$ cat src/rtl/seq_alu_if.sv
// Operand/result handshake bundle for seq_alu: an input valid/ready channel and an output valid/ready channel.
interface seq_alu_if #(
    parameter int WIDTH = 6
);
    logic               in_valid;
    logic               in_ready;
    logic [WIDTH-1:0]   a;
    logic [WIDTH-1:0]   b;
    logic [2:0]         op;
    logic               out_valid;
    logic               out_ready;
    logic [2*WIDTH-1:0] result;
    logic               carry;
    logic               ovf;
    logic               zero;
    logic               err;

    modport master (
        output in_valid, a, b, op, out_ready,
        input  in_ready, out_valid, result, carry, ovf, zero, err
    );

    modport slave (
        input  in_valid, a, b, op, out_ready,
        output in_ready, out_valid, result, carry, ovf, zero, err
    );
endinterface

$ cat src/rtl/seq_alu.sv
// Sequential ALU: single-cycle add/sub/logic ops and a WIDTH-step shift-add multiply.
// The result and flags are held until the consumer takes them.
//   state | meaning
//   IDLE  | ready to accept a new operation
//   MUL   | one shift-add step per cycle, WIDTH steps in total
//   DONE  | result valid, held until out_ready
module seq_alu #(
    parameter int WIDTH = 6,
    parameter int CNT_W = 3
) (
    input logic    clk,
    input logic    rst_n,
    seq_alu_if.slave bus
);
    typedef enum logic [1:0] {IDLE, MUL, DONE} state_t;

    localparam logic [2:0] OP_ADD = 3'b000;
    localparam logic [2:0] OP_SUB = 3'b001;
    localparam logic [2:0] OP_MUL = 3'b010;
    localparam logic [2:0] OP_AND = 3'b011;
    localparam logic [2:0] OP_OR  = 3'b100;
    localparam logic [2:0] OP_XOR = 3'b101;
    localparam logic [CNT_W-1:0] LAST_STEP = CNT_W'(WIDTH - 1);

    state_t               state_q, state_d;
    logic [CNT_W-1:0]     cnt_q, cnt_d;
    logic [2*WIDTH-1:0]   acc_q, acc_d;
    logic [2*WIDTH-1:0]   mcand_q, mcand_d;
    logic [WIDTH-1:0]     mplr_q, mplr_d;
    logic [2*WIDTH-1:0]   result_q, result_d;
    logic                 carry_q, carry_d;
    logic                 ovf_q, ovf_d;
    logic                 zero_q, zero_d;
    logic                 err_q, err_d;

    logic [WIDTH:0]       sum_w;
    logic [WIDTH:0]       diff_w;
    logic [2*WIDTH-1:0]   acc_step;

    assign sum_w    = {1'b0, bus.a} + {1'b0, bus.b};
    assign diff_w   = {1'b0, bus.a} - {1'b0, bus.b};
    assign acc_step = acc_q + (mplr_q[0] ? mcand_q : '0);

    always_ff @(posedge clk or negedge rst_n) begin
        if (!rst_n) begin
            state_q  <= IDLE;
            cnt_q    <= '0;
            acc_q    <= '0;
            mcand_q  <= '0;
            mplr_q   <= '0;
            result_q <= '0;
            carry_q  <= 1'b0;
            ovf_q    <= 1'b0;
            zero_q   <= 1'b1;
            err_q    <= 1'b0;
        end else begin
            state_q  <= state_d;
            cnt_q    <= cnt_d;
            acc_q    <= acc_d;
            mcand_q  <= mcand_d;
            mplr_q   <= mplr_d;
            result_q <= result_d;
            carry_q  <= carry_d;
            ovf_q    <= ovf_d;
            zero_q   <= zero_d;
            err_q    <= err_d;
        end
    end

    always_comb begin
        state_d  = state_q;
        cnt_d    = cnt_q;
        acc_d    = acc_q;
        mcand_d  = mcand_q;
        mplr_d   = mplr_q;
        result_d = result_q;
        carry_d  = carry_q;
        ovf_d    = ovf_q;
        zero_d   = zero_q;
        err_d    = err_q;

        case (state_q)
            IDLE: begin
                if (bus.in_valid) begin
                    if (bus.op == OP_MUL) begin
                        state_d = MUL;
                        cnt_d   = '0;
                        acc_d   = '0;
                        mcand_d = {{WIDTH{1'b0}}, bus.a};
                        mplr_d  = bus.b;
                    end else begin
                        state_d  = DONE;
                        carry_d  = 1'b0;
                        ovf_d    = 1'b0;
                        err_d    = 1'b0;
                        result_d = '0;
                        case (bus.op)
                            OP_ADD: begin
                                result_d = {{WIDTH{1'b0}}, sum_w[WIDTH-1:0]};
                                carry_d  = sum_w[WIDTH];
                                ovf_d    = (bus.a[WIDTH-1] == bus.b[WIDTH-1]) &&
                                           (sum_w[WIDTH-1] != bus.a[WIDTH-1]);
                            end
                            OP_SUB: begin
                                result_d = {{WIDTH{1'b0}}, diff_w[WIDTH-1:0]};
                                carry_d  = diff_w[WIDTH];
                                ovf_d    = (bus.a[WIDTH-1] != bus.b[WIDTH-1]) &&
                                           (diff_w[WIDTH-1] != bus.a[WIDTH-1]);
                            end
                            OP_AND:  result_d = {{WIDTH{1'b0}}, bus.a & bus.b};
                            OP_OR:   result_d = {{WIDTH{1'b0}}, bus.a | bus.b};
                            OP_XOR:  result_d = {{WIDTH{1'b0}}, bus.a ^ bus.b};
                            default: err_d    = 1'b1;
                        endcase
                        zero_d = (result_d == '0);
                    end
                end
            end
            MUL: begin
                acc_d   = acc_step;
                mcand_d = mcand_q << 1;
                mplr_d  = mplr_q >> 1;
                cnt_d   = cnt_q + 1'b1;
                // the final step's sum goes straight into the result register
                if (cnt_q == LAST_STEP) begin
                    state_d  = DONE;
                    result_d = acc_step;
                    carry_d  = 1'b0;
                    ovf_d    = 1'b0;
                    err_d    = 1'b0;
                    zero_d   = (acc_step == '0);
                end
            end
            DONE: begin
                if (bus.out_ready) state_d = IDLE;
            end
            default: state_d = IDLE;
        endcase
    end

    assign bus.in_ready  = (state_q == IDLE);
    assign bus.out_valid = (state_q == DONE);
    assign bus.result    = result_q;
    assign bus.carry     = carry_q;
    assign bus.ovf       = ovf_q;
    assign bus.zero      = zero_q;
    assign bus.err       = err_q;
endmodule

$ cat src/flat_wrapper.sv
// flat-port wrapper written by rule: the top's interface ports become plain ports
module seq_alu_flat 
#(
    parameter int WIDTH = 6,
    parameter int CNT_W = 3
)
  (clk, rst_n, bus_in_valid, bus_a, bus_b, bus_op, bus_out_ready, bus_in_ready, bus_out_valid, bus_result, bus_carry, bus_ovf, bus_zero, bus_err);
  seq_alu_if #(.WIDTH(WIDTH)) bus_i ();
  input logic clk;
  input logic rst_n;
  input wire logic [$bits(bus_i.in_valid)-1:0] bus_in_valid;
  input wire logic [$bits(bus_i.a)-1:0] bus_a;
  input wire logic [$bits(bus_i.b)-1:0] bus_b;
  input wire logic [$bits(bus_i.op)-1:0] bus_op;
  input wire logic [$bits(bus_i.out_ready)-1:0] bus_out_ready;
  output wire logic [$bits(bus_i.in_ready)-1:0] bus_in_ready;
  output wire logic [$bits(bus_i.out_valid)-1:0] bus_out_valid;
  output wire logic [$bits(bus_i.result)-1:0] bus_result;
  output wire logic [$bits(bus_i.carry)-1:0] bus_carry;
  output wire logic [$bits(bus_i.ovf)-1:0] bus_ovf;
  output wire logic [$bits(bus_i.zero)-1:0] bus_zero;
  output wire logic [$bits(bus_i.err)-1:0] bus_err;
  assign bus_i.in_valid = bus_in_valid;
  assign bus_i.a = bus_a;
  assign bus_i.b = bus_b;
  assign bus_i.op = bus_op;
  assign bus_i.out_ready = bus_out_ready;
  assign bus_in_ready = bus_i.in_ready;
  assign bus_out_valid = bus_i.out_valid;
  assign bus_result = bus_i.result;
  assign bus_carry = bus_i.carry;
  assign bus_ovf = bus_i.ovf;
  assign bus_zero = bus_i.zero;
  assign bus_err = bus_i.err;
  seq_alu #(.WIDTH(WIDTH), .CNT_W(CNT_W)) u_core (.clk(clk), .rst_n(rst_n), .bus(bus_i));
endmodule
$ cat config.mk
export PLATFORM = sky130hd
export DESIGN_NAME = seq_alu_flat
export DESIGN_NICKNAME = d
export VERILOG_FILES = /design/src/rtl/seq_alu_if.sv /design/src/rtl/seq_alu.sv /design/src/flat_wrapper.sv
export SDC_FILE = /design/constraint.sdc
export NUM_CORES = 1
export LEC_CHECK = 0
export CAP_MARGIN = 5
export CELL_PAD_IN_SITES_DETAIL_PLACEMENT = 0
export CELL_PAD_IN_SITES_GLOBAL_PLACEMENT = 1
export CORE_MARGIN = 8
export CORE_UTILIZATION = 25
export DETAILED_ROUTE_END_ITERATION = 10
export PLACE_DENSITY = 0.62
export RECOVER_POWER = 100
export SLEW_MARGIN = 20
export SYNTH_ARGS = -nofsm -noshare
export SYNTH_HDL_FRONTEND = slang
export SYNTH_SLANG_ARGS = --single-unit
$ cat constraint.sdc
create_clock -name clk -period 3.6 [get_ports clk]
set_clock_uncertainty 0.1 [all_clocks]
set_input_delay 0.72 -clock clk [delete_from_list [all_inputs] [get_ports clk]]
set_output_delay 0.72 -clock clk [all_outputs]
set_load 0.01 [all_outputs]
# After elaboration in Yosys (flattened, before gate mapping)
# Cells that the tools add are included.
[word_totals]
reg_bits = 51
output_inout_bits = 18
word_cells = 88
[op_classes]
add_sub_neg = 4
n_eq_ne = 17
n_mux = 43
n_bitwise = 3
reduce_logical = 11
[op_table]
columns = ["op", "n"]
rows = [
  ["2-to-1 mux 12 bit", 11],
  ["one-hot mux 12 bit (2 select lines)", 3],
  ["one-hot mux 6 bit (5 select lines)", 1],
  ["zero test 12 bit", 2],
  ["adder 12 bit", 1],
  ["2-to-1 mux 6 bit", 2],
  ["one-hot mux 1 bit (2 select lines)", 6],
  ["one-hot mux 6 bit (2 select lines)", 1],
  ["2-to-1 mux 1 bit", 11],
  ["equality test 3 bit, second input constant", 3],
  ["2-to-1 mux 2 bit", 4],
  ["adder 6 x 6 -> 7 bit", 1],
  ["subtractor 6 x 6 -> 7 bit", 1],
  ["AND 6 bit", 1],
  ["equality test 3 x 2 -> 1 bit, second input constant", 2],
  ["2-to-1 mux 3 bit", 2],
  ["inequality test 2 bit, second input constant", 3],
  ["bitwise OR 6 bit", 1],
  ["one-hot mux 2 bit (3 select lines)", 1],
  ["one-hot mux 3 bit (2 select lines)", 1],
  ["AND reduction 3 bit", 2],
  ["XOR 6 bit", 1],
  ["OR reduction 5 bit", 1],
  ["inequality test 2 x 1 -> 1 bit, second input constant", 2],
  ["other kinds (11)", 14],
]

# Depth between registers and ports, before layout
# Gate-level depths: netlist (run 1).
[depth]
depth_word = 9
mapped_depth = 11

# Worst setup path after synthesis (run 1)
# No wires, ideal clock.
[synth_timing]
path_type = "in2reg"
startpoint = "input port bus_a[0]"
endpoint = "register u_core.result_q[4] (netlist: u_core.bus.result[4])"
setup_ns = 0.125
t_arrival_ns = 2.505
required_ns = 3.375
path_slack_ns = 0.870
stages = 11
path_buffers = 0
path_cell_list = "inv_1 > ha_1 > inv_1 > fa_1 > nor2b_1 > or3_1 > a21oi_1 > xnor2_1 > a21oi_1 > o21ai_1 > mux2_2"
[synth_via]
elab_chain_cells = 8
word_cells_on_any_way = 9
cone_classes = "2 x add/sub; 7 x mux"
[synth_lines]
columns = ["item", "line_no", "source"]
rows = [
  ["from (decl)", "flat_wrapper.sv:12", "input wire logic [$bits(bus_i.a)-1:0] bus_a;"],
  ["subtractor 6 x 6 -> 7 bit or adder 6 x 6 -> 7 bit (tied branches)", "seq_alu.sv:41, seq_alu.sv:40", ""],
  ["one-hot mux 6 bit (5 select lines) (*)", "seq_alu.sv:97", "case (bus.op)"],
  ["2-to-1 mux 12 bit (*)", "seq_alu.sv:85", "if (bus.op == OP_MUL) begin"],
  ["2-to-1 mux 12 bit (*)", "seq_alu.sv:84", "if (bus.in_valid) begin"],
  ["2-to-1 mux 12 bit (*)", "seq_alu.sv:82", "case (state_q)"],
  ["2-to-1 mux 12 bit (*)", "seq_alu.sv:85", ""],
  ["2-to-1 mux 12 bit (*)", "seq_alu.sv:84", ""],
  ["one-hot mux 12 bit (2 select lines) (*)", "seq_alu.sv:82", ""],
  ["to (signal assigned)", "seq_alu.sv:62", "result_q <= result_d;"],
  ["to (decl)", "seq_alu.sv:30", "logic [2*WIDTH-1:0] result_q, result_d;"],
]
# Mark *: on every way between the ends. The rest lies on a longest branch, timed or not. The select of a mux whose other input is x is not followed.
# A chain may end at the register's enable or synchronous reset.

# Final worst setup path (run 1)
[layout_timing]
startpoint = "input port bus_a[0]"
endpoint = "register u_core.zero_q (netlist: u_core.bus.zero)"
[layout_via]
elab_chain_cells = 9
word_cells_on_any_way = 13
cone_classes = "2 x add/sub; 7 x mux; 3 x bitwise; 1 x reduce/logical"
[layout_lines]
columns = ["item", "line_no", "source"]
rows = [
  ["subtractor 6 x 6 -> 7 bit (tied with other cells)", "seq_alu.sv:41", "assign diff_w = {1'b0, bus.a} - {1'b0, bus.b};"],
  ["one-hot mux 6 bit (5 select lines) (*)", "seq_alu.sv:97", ""],
  ["2-to-1 mux 12 bit (*)", "seq_alu.sv:85", ""],
  ["2-to-1 mux 12 bit (*)", "seq_alu.sv:84", ""],
  ["2-to-1 mux 12 bit (*)", "seq_alu.sv:82", ""],
  ["zero test 12 bit (*)", "seq_alu.sv:115", "zero_d = (result_d == '0);"],
  ["2-to-1 mux 1 bit (*)", "seq_alu.sv:85", ""],
  ["2-to-1 mux 1 bit (*)", "seq_alu.sv:84", ""],
  ["one-hot mux 1 bit (2 select lines) (*)", "seq_alu.sv:82", ""],
  ["to (signal assigned)", "seq_alu.sv:65", "zero_q <= zero_d;"],
  ["to (decl)", "seq_alu.sv:33", "logic zero_q, zero_d;"],
]
# Marks and branches as above.

==> flow_summary.html, run 1 <==
<table>
<tr><th>Metric</th><th>Value</th></tr>
<tr><th colspan="2">CTS</th></tr>
<tr><td>Deepest level of the CTS H-tree</td><td>2</td></tr>
<tr><td>Post_cts resized</td><td>0</td></tr>
<tr><td>CTS sink cnt</td><td>51</td></tr>
<tr><td>CTS tree</td><td>yes</td></tr>
<tr><td>Hold buffers post-CTS</td><td>0</td></tr>
<tr><td>Post-CTS setup buffer count</td><td>0</td></tr>
<tr><td>Clock root buffer</td><td>sky130_fd_sc_hd__clkbuf_16</td></tr>
<tr><td>Insertion delay of the later-clocked pin in the worst-skew pair</td><td>300 ps</td></tr>
<tr><td>Post-CTS clock slew at the launch and capture registers of the worst setup and hold paths</td><td>~80 ps</td></tr>
<tr><td>Number of buffers on the longest clock path</td><td>2</td></tr>
<tr><td>TritonCTS Buffers</td><td>5</td></tr>
<tr><th colspan="2">STA</th></tr>
<tr><td>Setup repair after global routing missed its margin</td><td>false</td></tr>
<tr><td>Tcrit/Tclk final</td><td>89.4%</td></tr>
<tr><td>Worst Setup Slack, final</td><td>381 ps</td></tr>
<tr><td>Maximum clock rate</td><td>311 MHz</td></tr>
<tr><td>Final setup viols</td><td>0</td></tr>
<tr><td>Setup TNS Final</td><td>0 ps</td></tr>
<tr><td>Time the worst path needs with I/O delays and setup</td><td>about 3200 ps</td></tr>
<tr><td>Final hold violations</td><td>0</td></tr>
<tr><td>Worst-margin pin slew</td><td>1830 ps</td></tr>
<tr><td>Hold WS</td><td>369 ps</td></tr>
<tr><td>Max Slew Vio Count</td><td>32</td></tr>
<tr><td>Relative max-transition margin</td><td>-21.8%</td></tr>
<tr><th colspan="2">Floorplan</th></tr>
<tr><td>Initial Utilization</td><td>25.6%</td></tr>
<tr><td>Chip width</td><td>135 um</td></tr>
<tr><td>Core footprint</td><td>13900 um2</td></tr>
<tr><td># IOs</td><td>37</td></tr>
<tr><td>Floorplan die height</td><td>between 100 and 150 um</td></tr>
<tr><td>Number of cell rows</td><td>43</td></tr>
<tr><td>Area of the die</td><td>between 15000 and 20000 um2</td></tr>
<tr><th colspan="2">Hold path</th></tr>
<tr><td>Class of the most critical hold timing path</td><td>flop to flop</td></tr>
<tr><th colspan="2">Critical path</th></tr>
<tr><td>Worst path cell trace</td><td>dlygate4sd3_1 -&gt; inv_1 -&gt; ha_1 -&gt; inv_1 -&gt; fa_1 -&gt; nor2b_1 -&gt; or3_1 -&gt; a21oi_1 -&gt; xnor2_1 -&gt; a211oi_1 -&gt; a32oi_1 -&gt; o31ai_2</td></tr>
<tr><td>Cell type with the highest occurrence count on the critical path</td><td>sky130_fd_sc_hd__inv_1</td></tr>
<tr><td>Worst-path maximum fanout</td><td>3</td></tr>
<tr><td>Maximum single-stage delay on the critical path</td><td>570 ps</td></tr>
<tr><td>Type of the worst setup path</td><td>input pin to flop</td></tr>
<tr><td>Combined buffer and inverter count along the critical path</td><td>3</td></tr>
<tr><td>Largest delay share family, worst path</td><td>buffers and inverters</td></tr>
<tr><td>Cell with the biggest individual delay on the critical path</td><td>sky130_fd_sc_hd__dlygate4sd3_1</td></tr>
<tr><td>Data required time at the worst endpoint</td><td>3720 ps</td></tr>
<tr><td>CP startpoint kind</td><td>input pin</td></tr>
<tr><td>CP arrival</td><td>about 3300 ps</td></tr>
<tr><td>Nature of the critical path endpoint</td><td>flop</td></tr>
<tr><th colspan="2">Synthesis</th></tr>
<tr><td>Synthesized netlist net count</td><td>455</td></tr>
<tr><td>Yosys warns</td><td>0</td></tr>
<tr><td>Portion of the post-synthesis area used by sequential elements</td><td>35.9%</td></tr>
<tr><td>Netlist area before placement</td><td>between 3000 and 4000 um2</td></tr>
<tr><td>Library cell occupying the most area in the post-synthesis netlist</td><td>sky130_fd_sc_hd__dfrtp_1</td></tr>
<tr><td>Number of enable flip-flop cells after synthesis</td><td>0</td></tr>
<tr><td>Synth top area cells</td><td>sky130_fd_sc_hd__dfrtp_1, sky130_fd_sc_hd__ha_1, sky130_fd_sc_hd__o21ai_0</td></tr>
<tr><td>Most common library cells after synthesis</td><td>sky130_fd_sc_hd__dfrtp_1, sky130_fd_sc_hd__nand2_1, sky130_fd_sc_hd__o21ai_0, sky130_fd_sc_hd__ha_1, sky130_fd_sc_hd__nor2_1</td></tr>
<tr><td>Post-Syn Instances</td><td>roughly 400</td></tr>
<tr><td>Number of synthesized register bits</td><td>51</td></tr>
<tr><td>Share of synthesized flip-flops with an asynchronous set or reset</td><td>100%</td></tr>
<tr><td>Number of different library cells in the post-synthesis netlist</td><td>56</td></tr>
<tr><td>Share of the synthesized area in the top cell type</td><td>a little over a third</td></tr>
<tr><td>Average cell area after synthesis</td><td>8.87 um2</td></tr>
<tr><td>Predominant post-synthesis flop cell</td><td>sky130_fd_sc_hd__dfrtp_1</td></tr>
<tr><td>Library cell with the highest instance count after synthesis</td><td>sky130_fd_sc_hd__dfrtp_1</td></tr>
<tr><th colspan="2">Cells and area</th></tr>
<tr><td>Number of antenna repair diodes</td><td>0</td></tr>
<tr><td>Number of cells in the finished layout apart from fillers</td><td>616</td></tr>
<tr><td>Number of nets in the layout</td><td>489</td></tr>
<tr><td>Number of fill cells</td><td>1481</td></tr>
<tr><td>Sequential Area</td><td>1280 um2</td></tr>
<tr><td>Core Util, Final</td><td>between 30% and 40%</td></tr>
<tr><td>Area of the multi-input gates</td><td>between 2000 and 2500 um2</td></tr>
<tr><td>Non-Filler Cell Area, Final</td><td>4330 um2</td></tr>
<tr><td>Area added between synthesis and finish</td><td>21.7%</td></tr>
<tr><td>Share of final-layout standard cells stronger than drive strength 1</td><td>6.42%</td></tr>
<tr><th colspan="2">Power</th></tr>
<tr><td>Combinational Power Share</td><td>38.7%</td></tr>
<tr><td>Worst supply voltage drop on vdd</td><td>0.000226 V</td></tr>
<tr><td>Sw frac</td><td>37.1%</td></tr>
<tr><td>Sequential Power Share</td><td>a little under two fifths</td></tr>
<tr><td>Fraction of power consumed by the clock network</td><td>23.3%</td></tr>
<tr><td>Switching pwr</td><td>slightly below 0.9 mW</td></tr>
<tr><td>Ratio of total power to cell area</td><td>556 nW/um2</td></tr>
<tr><td>Overall power of the completed layout</td><td>2.41 mW</td></tr>
<tr><td>Lkg Pwr</td><td>2.02 nW</td></tr>
<tr><td>Cell Int Power</td><td>1.52 mW</td></tr>
<tr><th colspan="2">Global routing</th></tr>
<tr><td>Number of antenna violations at the first check in global routing</td><td>0</td></tr>
<tr><td>GRT Overall Usage</td><td>11.0%</td></tr>
<tr><td>Grt ovf</td><td>0</td></tr>
<tr><td>First-pass GRT wire length</td><td>around 16000 um</td></tr>
<tr><td>Vias in the first global route</td><td>between 2000 and 3000</td></tr>
<tr><td>Largest net degree at the start of global routing</td><td>32</td></tr>
<tr><th colspan="2">Place</th></tr>
<tr><td>Cell Area, Placed</td><td>4170 um2</td></tr>
<tr><td>Final weighted congestion in routability-driven placement</td><td>slightly below 0.9</td></tr>
<tr><td>Total of buffers placed on input and output ports</td><td>36</td></tr>
<tr><td>Total half-perimeter wirelength after legalization and detailed placement</td><td>7640 um</td></tr>
<tr><td>Worst-case setup slack after placement</td><td>210 ps</td></tr>
<tr><td>Count of placed standard cells including taps</td><td>608</td></tr>
<tr><th colspan="2">Routing</th></tr>
<tr><td>Vias per inst</td><td>a little under 5</td></tr>
<tr><td>DRC marker count from the first detailed-route iteration</td><td>174</td></tr>
<tr><td>Residual DRC</td><td>0</td></tr>
<tr><td>Wire per inst</td><td>15.8 um</td></tr>
<tr><td>Remaining antenna violation count after routing</td><td>0</td></tr>
<tr><td>Number of optimization iterations in the first detailed-route pass</td><td>4</td></tr>
<tr><td>Total routed wirelength</td><td>between 9000 and 10000 um</td></tr>
<tr><td>Overall via count from detail_route</td><td>between 3000 and 4000</td></tr>
<tr><th colspan="2">Run status</th></tr>
<tr><td>Violated checks</td><td>max-capacitance violations, max-slew violations</td></tr>
<tr><td>Result of the run</td><td>finished, violations left</td></tr>
<tr><th colspan="2">Flow run</th></tr>
<tr><td>Max capacitance violation total</td><td>1</td></tr>
</table>
[cell type report]
type	instances	share of cell area (%)
Timing Repair Buffer	48	10.6
Clock inverter	3	1.07
Inverter	20	1.73
Clock buffer	5	2.89
Tap cell	180	5.20
Sequential cell	51	29.5
Multi-Input combinational cell	309	49.0
[cell usage in the layout, fill, tap and decap left out, types with 4 or more instances in the layout]
cell and n:
sky130_fd_sc_hd__nand2b_1 9, sky130_fd_sc_hd__o21bai_1 4, sky130_fd_sc_hd__nand3_1 7, sky130_fd_sc_hd__nor3_1 7, sky130_fd_sc_hd__o21ai_0 36, sky130_fd_sc_hd__nor2b_1 8
sky130_fd_sc_hd__and2_1 10, sky130_fd_sc_hd__nor2_1 31, sky130_fd_sc_hd__clkbuf_16 5, sky130_fd_sc_hd__xnor2_1 10, sky130_fd_sc_hd__o31ai_1 6, sky130_fd_sc_hd__inv_1 20
sky130_fd_sc_hd__nand2_1 37, sky130_fd_sc_hd__a211oi_1 7, sky130_fd_sc_hd__a21o_1 7, sky130_fd_sc_hd__dlygate4sd3_1 21, sky130_fd_sc_hd__dfrtp_1 50, sky130_fd_sc_hd__a21oi_1 25
sky130_fd_sc_hd__clkbuf_1 4, sky130_fd_sc_hd__buf_4 7, sky130_fd_sc_hd__ha_1 32, sky130_fd_sc_hd__a22o_1 17, sky130_fd_sc_hd__clkdlybuf4s50_1 14, sky130_fd_sc_hd__nor3b_1 4
[tightest hold or removal path: cells and delay by family, from the launching register on]
kind | cells | cell delay [ps]
and+or+nand+nor | 1 | 50
DFF | 1 | 340
AOI/OAI and AO/OA | 1 | 50
[power groups by stage]
stage               registers [mW]  clock network, mW  logic [mW]
floorplan                    0.893                  0       0.618
global placement             0.924                  0       0.965
detailed placement           0.932                  0       0.970
CTS                          0.922              0.577       0.973
global route                 0.951              0.597        1.05
finish                       0.915              0.562       0.932
[routing by layer]
metal  up-vias  global-route usage (%)  wire (um)
met5         -                       0          0
met4         0                    3.89        195
met3        11                    1.93        367
met2        64                    17.6       4400
met1      1420                    14.7       4750
li1       1507                       -          -
[logic make-up after synthesis]
family                   Yosys count  synth area share [%]
AND/OR/NAND/NOR                  134                  18.9
adder cells (fa/ha/maj)           35                  12.9
AO/OA/AOI/OAI                    123                  23.0
XOR/XNOR                          12                  2.95
flip-flops                        51                  35.9
buffers and inverters             41                  4.47
multiplexers                       5                  1.83
[path summary, 6_finish.rpt]
check / end / slack (ps) / cells past startpoint / startpoint
min in group asynchronous: u_core.bus.result[6]$_DFFE_PN0P_ / 810 / 1 / rst_n
worst max register to register: u_core.bus.zero$_DFFE_PN1P_ / 540 / 10 / u_core.mplr_q[0]$_DFFE_PN0P_
worst min register to register: u_core.bus.result[10]$_DFFE_PN0P_ / 370 / 2 / u_core.bus.result[10]$_DFFE_PN0P_
worst min-delay path: u_core.bus.result[10]$_DFFE_PN0P_ / 370 / 2 / u_core.bus.result[10]$_DFFE_PN0P_
max in group asynchronous: u_core.acc_q[2]$_DFFE_PN0P_ / 820 / 2 / rst_n
worst max-delay path: u_core.bus.zero$_DFFE_PN1P_ / 380 / 12 / bus_a[0]
[state kept, by name, indices dropped and copies added (netlist names)]
name and flops:
u_core.bus.zero 1, u_core.bus.carry 1, u_core.bus.result 12, u_core.state_q 2
u_core.bus.ovf 1, u_core.bus.err 1, u_core.acc_q 12, u_core.mcand_q 12
u_core.mplr_q 6, u_core.cnt_q 3
No activity file was read; power rests on OpenSTA's default activity.
==> run 2: changes to the inputs <==
--- a/config.mk
+++ b/config.mk
@@ -5,13 +5,14 @@
 export SDC_FILE = /design/constraint.sdc
 export NUM_CORES = 1
 export LEC_CHECK = 0
+export ABC_AREA = 1
 export CAP_MARGIN = 5
 export CELL_PAD_IN_SITES_DETAIL_PLACEMENT = 0
 export CELL_PAD_IN_SITES_GLOBAL_PLACEMENT = 1
 export CORE_MARGIN = 8
 export CORE_UTILIZATION = 25
 export DETAILED_ROUTE_END_ITERATION = 10
-export PLACE_DENSITY = 0.62
+export PLACE_DENSITY = 0.64
 export RECOVER_POWER = 100
 export SLEW_MARGIN = 20
 export SYNTH_ARGS = -nofsm -noshare
==> run 2 against run 1 <==
Effect of this change:
- the run now ends clean
- sequential cell count is the same
- global-route usage is 0.69 points higher
- sequential share of layout area down 1.1 points
- sequential power rose by 2.8%
- clock power shrank 14%
- cell area is 4.0% higher
- critical endpoint unchanged
==> flow_summary.html, run 2 <==
<table>
<tr><th>Metric</th><th>Value</th></tr>
<tr><th colspan="2">Place</th></tr>
<tr><td>Total of buffers placed on input and output ports</td><td>36</td></tr>
<tr><td>Final weighted congestion in routability-driven placement</td><td>~0.90</td></tr>
<tr><td>Worst-case setup slack after placement</td><td>334 ps</td></tr>
<tr><td>Count of placed standard cells including taps</td><td>760</td></tr>
<tr><td>Total half-perimeter wirelength after legalization and detailed placement</td><td>8670 um</td></tr>
<tr><th colspan="2">CTS</th></tr>
<tr><td>Clock root buffer</td><td>sky130_fd_sc_hd__clkbuf_16</td></tr>
<tr><td>TritonCTS Buffers</td><td>5</td></tr>
<tr><td>Post-CTS clock slew at the launch and capture registers of the worst setup and hold paths</td><td>70 ps</td></tr>
<tr><td>Hold buffers post-CTS</td><td>0</td></tr>
<tr><td>Deepest level of the CTS H-tree</td><td>2</td></tr>
<tr><td>Post-CTS setup buffer count</td><td>0</td></tr>
<tr><td>CTS tree</td><td>yes</td></tr>
<tr><td>CTS sink cnt</td><td>51</td></tr>
<tr><td>Post_cts resized</td><td>0</td></tr>
<tr><td>Insertion delay of the later-clocked pin in the worst-skew pair</td><td>300 ps</td></tr>
<tr><td>Number of buffers on the longest clock path</td><td>2</td></tr>
<tr><th colspan="2">Synthesis</th></tr>
<tr><td>Number of enable flip-flop cells after synthesis</td><td>0</td></tr>
<tr><td>Most common library cells after synthesis</td><td>sky130_fd_sc_hd__nand2_1, sky130_fd_sc_hd__inv_1, sky130_fd_sc_hd__dfrtp_1, sky130_fd_sc_hd__nand3_1, sky130_fd_sc_hd__ha_1</td></tr>
<tr><td>Predominant post-synthesis flop cell</td><td>sky130_fd_sc_hd__dfrtp_1</td></tr>
<tr><td>Yosys warns</td><td>0</td></tr>
<tr><td>Synthesized netlist net count</td><td>596</td></tr>
<tr><td>Library cell occupying the most area in the post-synthesis netlist</td><td>sky130_fd_sc_hd__dfrtp_1</td></tr>
<tr><td>Number of different library cells in the post-synthesis netlist</td><td>38</td></tr>
<tr><td>Share of synthesized flip-flops with an asynchronous set or reset</td><td>100%</td></tr>
<tr><td>Number of synthesized register bits</td><td>51</td></tr>
<tr><td>Portion of the post-synthesis area used by sequential elements</td><td>33.4%</td></tr>
<tr><td>Average cell area after synthesis</td><td>7.05 um2</td></tr>
<tr><td>Synth top area cells</td><td>sky130_fd_sc_hd__dfrtp_1, sky130_fd_sc_hd__nand2_1, sky130_fd_sc_hd__ha_1</td></tr>
<tr><td>Netlist area before placement</td><td>between 3000 and 4000 um2</td></tr>
<tr><td>Post-Syn Instances</td><td>542</td></tr>
<tr><td>Library cell with the highest instance count after synthesis</td><td>sky130_fd_sc_hd__nand2_1</td></tr>
<tr><td>Share of the synthesized area in the top cell type</td><td>32.7%</td></tr>
<tr><th colspan="2">STA</th></tr>
<tr><td>Setup repair after global routing missed its margin</td><td>false</td></tr>
<tr><td>Tcrit/Tclk final</td><td>83.5%</td></tr>
<tr><td>Max Slew Vio Count</td><td>0</td></tr>
<tr><td>Maximum clock rate</td><td>approximately 330 MHz</td></tr>
<tr><td>Time the worst path needs with I/O delays and setup</td><td>3010 ps</td></tr>
<tr><td>Worst-margin pin slew</td><td>1430 ps</td></tr>
<tr><td>Setup TNS Final</td><td>0 ps</td></tr>
<tr><td>Worst Setup Slack, final</td><td>approximately 600 ps</td></tr>
<tr><td>Relative max-transition margin</td><td>4.79%</td></tr>
<tr><td>Final hold violations</td><td>0</td></tr>
<tr><td>Final setup viols</td><td>0</td></tr>
<tr><th colspan="2">Cells and area</th></tr>
<tr><td>Sequential Area</td><td>1280 um2</td></tr>
<tr><td>Area of the multi-input gates</td><td>2120 um2</td></tr>
<tr><td>Number of nets in the layout</td><td>633</td></tr>
<tr><td>Number of antenna repair diodes</td><td>0</td></tr>
<tr><td>Commonest cells after routing, fill and taps aside</td><td>sky130_fd_sc_hd__nand2_1, sky130_fd_sc_hd__inv_1, sky130_fd_sc_hd__dfrtp_1</td></tr>
<tr><td>Number of cells in the finished layout apart from fillers</td><td>768</td></tr>
<tr><td>Number of fill cells</td><td>1697</td></tr>
<tr><td>Share of final-layout standard cells stronger than drive strength 1</td><td>5.34%</td></tr>
<tr><td>Area added between synthesis and finish</td><td>17.8%</td></tr>
<tr><td>Most common cell after layout, fill and taps aside</td><td>sky130_fd_sc_hd__nand2_1</td></tr>
<tr><th colspan="2">Critical path</th></tr>
<tr><td>Type of the worst setup path</td><td>input pin to flop</td></tr>
<tr><td>R2R depth</td><td>15</td></tr>
<tr><td>Reg-to-reg critical path endpoint</td><td>u_core.bus.zero$_DFFE_PN1P_</td></tr>
<tr><td>Destination of the critical timing path</td><td>u_core.bus.zero$_DFFE_PN1P_</td></tr>
<tr><td>Worst-path maximum fanout</td><td>5</td></tr>
<tr><td>CP arrival</td><td>3150 ps</td></tr>
<tr><td>Nature of the critical path endpoint</td><td>flop</td></tr>
<tr><td>Data required time at the worst endpoint</td><td>3740 ps</td></tr>
<tr><td>CP startpoint kind</td><td>input pin</td></tr>
<tr><td>Startpoint of the worst setup timing path</td><td>bus_b[1]</td></tr>
<tr><td>Setup slack of the worst register-to-register path</td><td>1040 ps</td></tr>
<tr><td>Start of the worst register-to-register path</td><td>u_core.mplr_q[0]$_DFFE_PN0P_</td></tr>
<tr><th colspan="2">Global routing</th></tr>
<tr><td>Grt ovf</td><td>0</td></tr>
<tr><td>GRT Overall Usage</td><td>11.7%</td></tr>
<tr><td>Largest net degree at the start of global routing</td><td>34</td></tr>
<tr><td>Vias in the first global route</td><td>3779</td></tr>
<tr><td>First-pass GRT wire length</td><td>between 15000 and 20000 um</td></tr>
<tr><td>Number of antenna violations at the first check in global routing</td><td>0</td></tr>
<tr><th colspan="2">Floorplan</th></tr>
<tr><td>Area of the die</td><td>19500 um2</td></tr>
<tr><td>Initial Utilization</td><td>25.3%</td></tr>
<tr><td>Floorplan die height</td><td>140 um</td></tr>
<tr><td>Number of cell rows</td><td>45</td></tr>
<tr><td># IOs</td><td>37</td></tr>
<tr><td>Chip width</td><td>around 140 um</td></tr>
<tr><td>Core footprint</td><td>15100 um2</td></tr>
<tr><th colspan="2">Power</th></tr>
<tr><td>Ratio of total power to cell area</td><td>599 nW/um2</td></tr>
<tr><td>Lkg Pwr</td><td>about 2.4 nW</td></tr>
<tr><td>Worst supply voltage drop on vdd</td><td>0.000199 V</td></tr>
<tr><th colspan="2">Run status</th></tr>
<tr><td>Result of the run</td><td>finished, final reports clean</td></tr>
<tr><th colspan="2">Flow run</th></tr>
<tr><td>Max capacitance violation total</td><td>0</td></tr>
<tr><th colspan="2">Routing</th></tr>
<tr><td>Vias per inst</td><td>4.55</td></tr>
<tr><td>Number of optimization iterations in the first detailed-route pass</td><td>4</td></tr>
<tr><td>Wire per inst</td><td>~14 um</td></tr>
<tr><td>DRC marker count from the first detailed-route iteration</td><td>160</td></tr>
<tr><td>Total routed wirelength</td><td>10800 um</td></tr>
<tr><td>Overall via count from detail_route</td><td>between 3000 and 4000</td></tr>
<tr><td>Remaining antenna violation count after routing</td><td>0</td></tr>
<tr><td>Residual DRC</td><td>0</td></tr>
<tr><th colspan="2">Hold path</th></tr>
<tr><td>Class of the most critical hold timing path</td><td>flop to flop</td></tr>
</table>
## run 2: cell count changes after synthesis, moves of 9 or more
cell                       before  now
sky130_fd_sc_hd__inv_1         20   86
sky130_fd_sc_hd__nand4_1        3   13
sky130_fd_sc_hd__nand2_1       37  176
sky130_fd_sc_hd__clkbuf_1      15    4
sky130_fd_sc_hd__nor2b_1        9    0
sky130_fd_sc_hd__nand2b_1       9    0
sky130_fd_sc_hd__o21ai_0       34   23
sky130_fd_sc_hd__and2_1        11    0
sky130_fd_sc_hd__nand3_1        7   34
sky130_fd_sc_hd__a22o_1        17    0
sky130_fd_sc_hd__o211ai_1       2   13
## run 2: layout make-up
type                            instances  area share (%)
Clock inverter                          2           0.361
Clock buffer                            6            2.86
Inverter                               92            7.72
Tap cell                              188            5.22
Timing Repair Buffer                   41            8.47
Multi-Input combinational cell        388            47.0
Sequential cell                        51            28.4
## run 2: worst min path at each step
stage / startpoint / endpoint / depth (start not counted)
after global placement: u_core.acc_q[2]$_DFFE_PN0P_ / u_core.acc_q[2]$_DFFE_PN0P_ / 2
after floorplan: rst_n / u_core.acc_q[0]$_DFFE_PN0P_ / 0
after global routing: u_core.bus.zero$_DFFE_PN1P_ / u_core.bus.zero$_DFFE_PN1P_ / 2
after detailed placement: u_core.bus.zero$_DFFE_PN1P_ / u_core.bus.zero$_DFFE_PN1P_ / 2
final: u_core.bus.zero$_DFFE_PN1P_ / u_core.bus.zero$_DFFE_PN1P_ / 2
after CTS: rst_n / u_core.bus.result[5]$_DFFE_PN0P_ / 1
## run 2: through the flow
stage	util (%)	power, mW	hold slack [ps]	cell area, um2
2_1_floorplan	-	1.85	324	3820
3_3_place_gp	29.0	2.28	361	4380
3_5_place_dp	29.0	2.29	365	4380
4_1_cts	30.0	2.78	354	4520
5_1_grt	29.8	2.99	403	4500
6_report	29.8	2.70	374	4500
## run 2: kinds of logic after synthesis
family	count (synthesis)	synth area share [%]
buffers and inverters	103	11.0
XOR/XNOR	4	0.917
adder cells (fa/ha/maj)	35	12.0
AO/OA/AOI/OAI	84	13.1
flip-flops	51	33.4
AND/OR/NAND/NOR	265	29.6
## run 2: layer usage
metal	GRT usage, %	routed length, um	share of wire, %	vias up
met2	20.4	5220	48	47
met1	14.4	5080	47	1620
met5	0	0	0	-
li1	-	-	-	1813
met4	3.94	216	2.0	0
met3	1.85	262	2.4	15
## run 2: power breakdown
| part | internal (mW) | switching (mW) | total [mW] |
|---|---|---|---|
| Combinational | 0.493 | 0.775 | 1.27 |
| Clock | 0.261 | 0.224 | 0.486 |
| Sequential | 0.793 | 0.149 | 0.941 |
| Total | 1.55 | 1.15 | 2.70 |
## run 2: critical path, cell delays in order
cell and delay [ps]:
sky130_fd_sc_hd__dlygate4sd3_1 740, sky130_fd_sc_hd__inv_1 160, sky130_fd_sc_hd__fa_1 490, sky130_fd_sc_hd__nand3_1 120, sky130_fd_sc_hd__nand2_1 100, sky130_fd_sc_hd__nand2_1 90
sky130_fd_sc_hd__o211ai_2 80, sky130_fd_sc_hd__a21oi_2 260, sky130_fd_sc_hd__nand3_1 170, sky130_fd_sc_hd__nand2_1 100, sky130_fd_sc_hd__nand2_1 50, sky130_fd_sc_hd__nand2_1 60
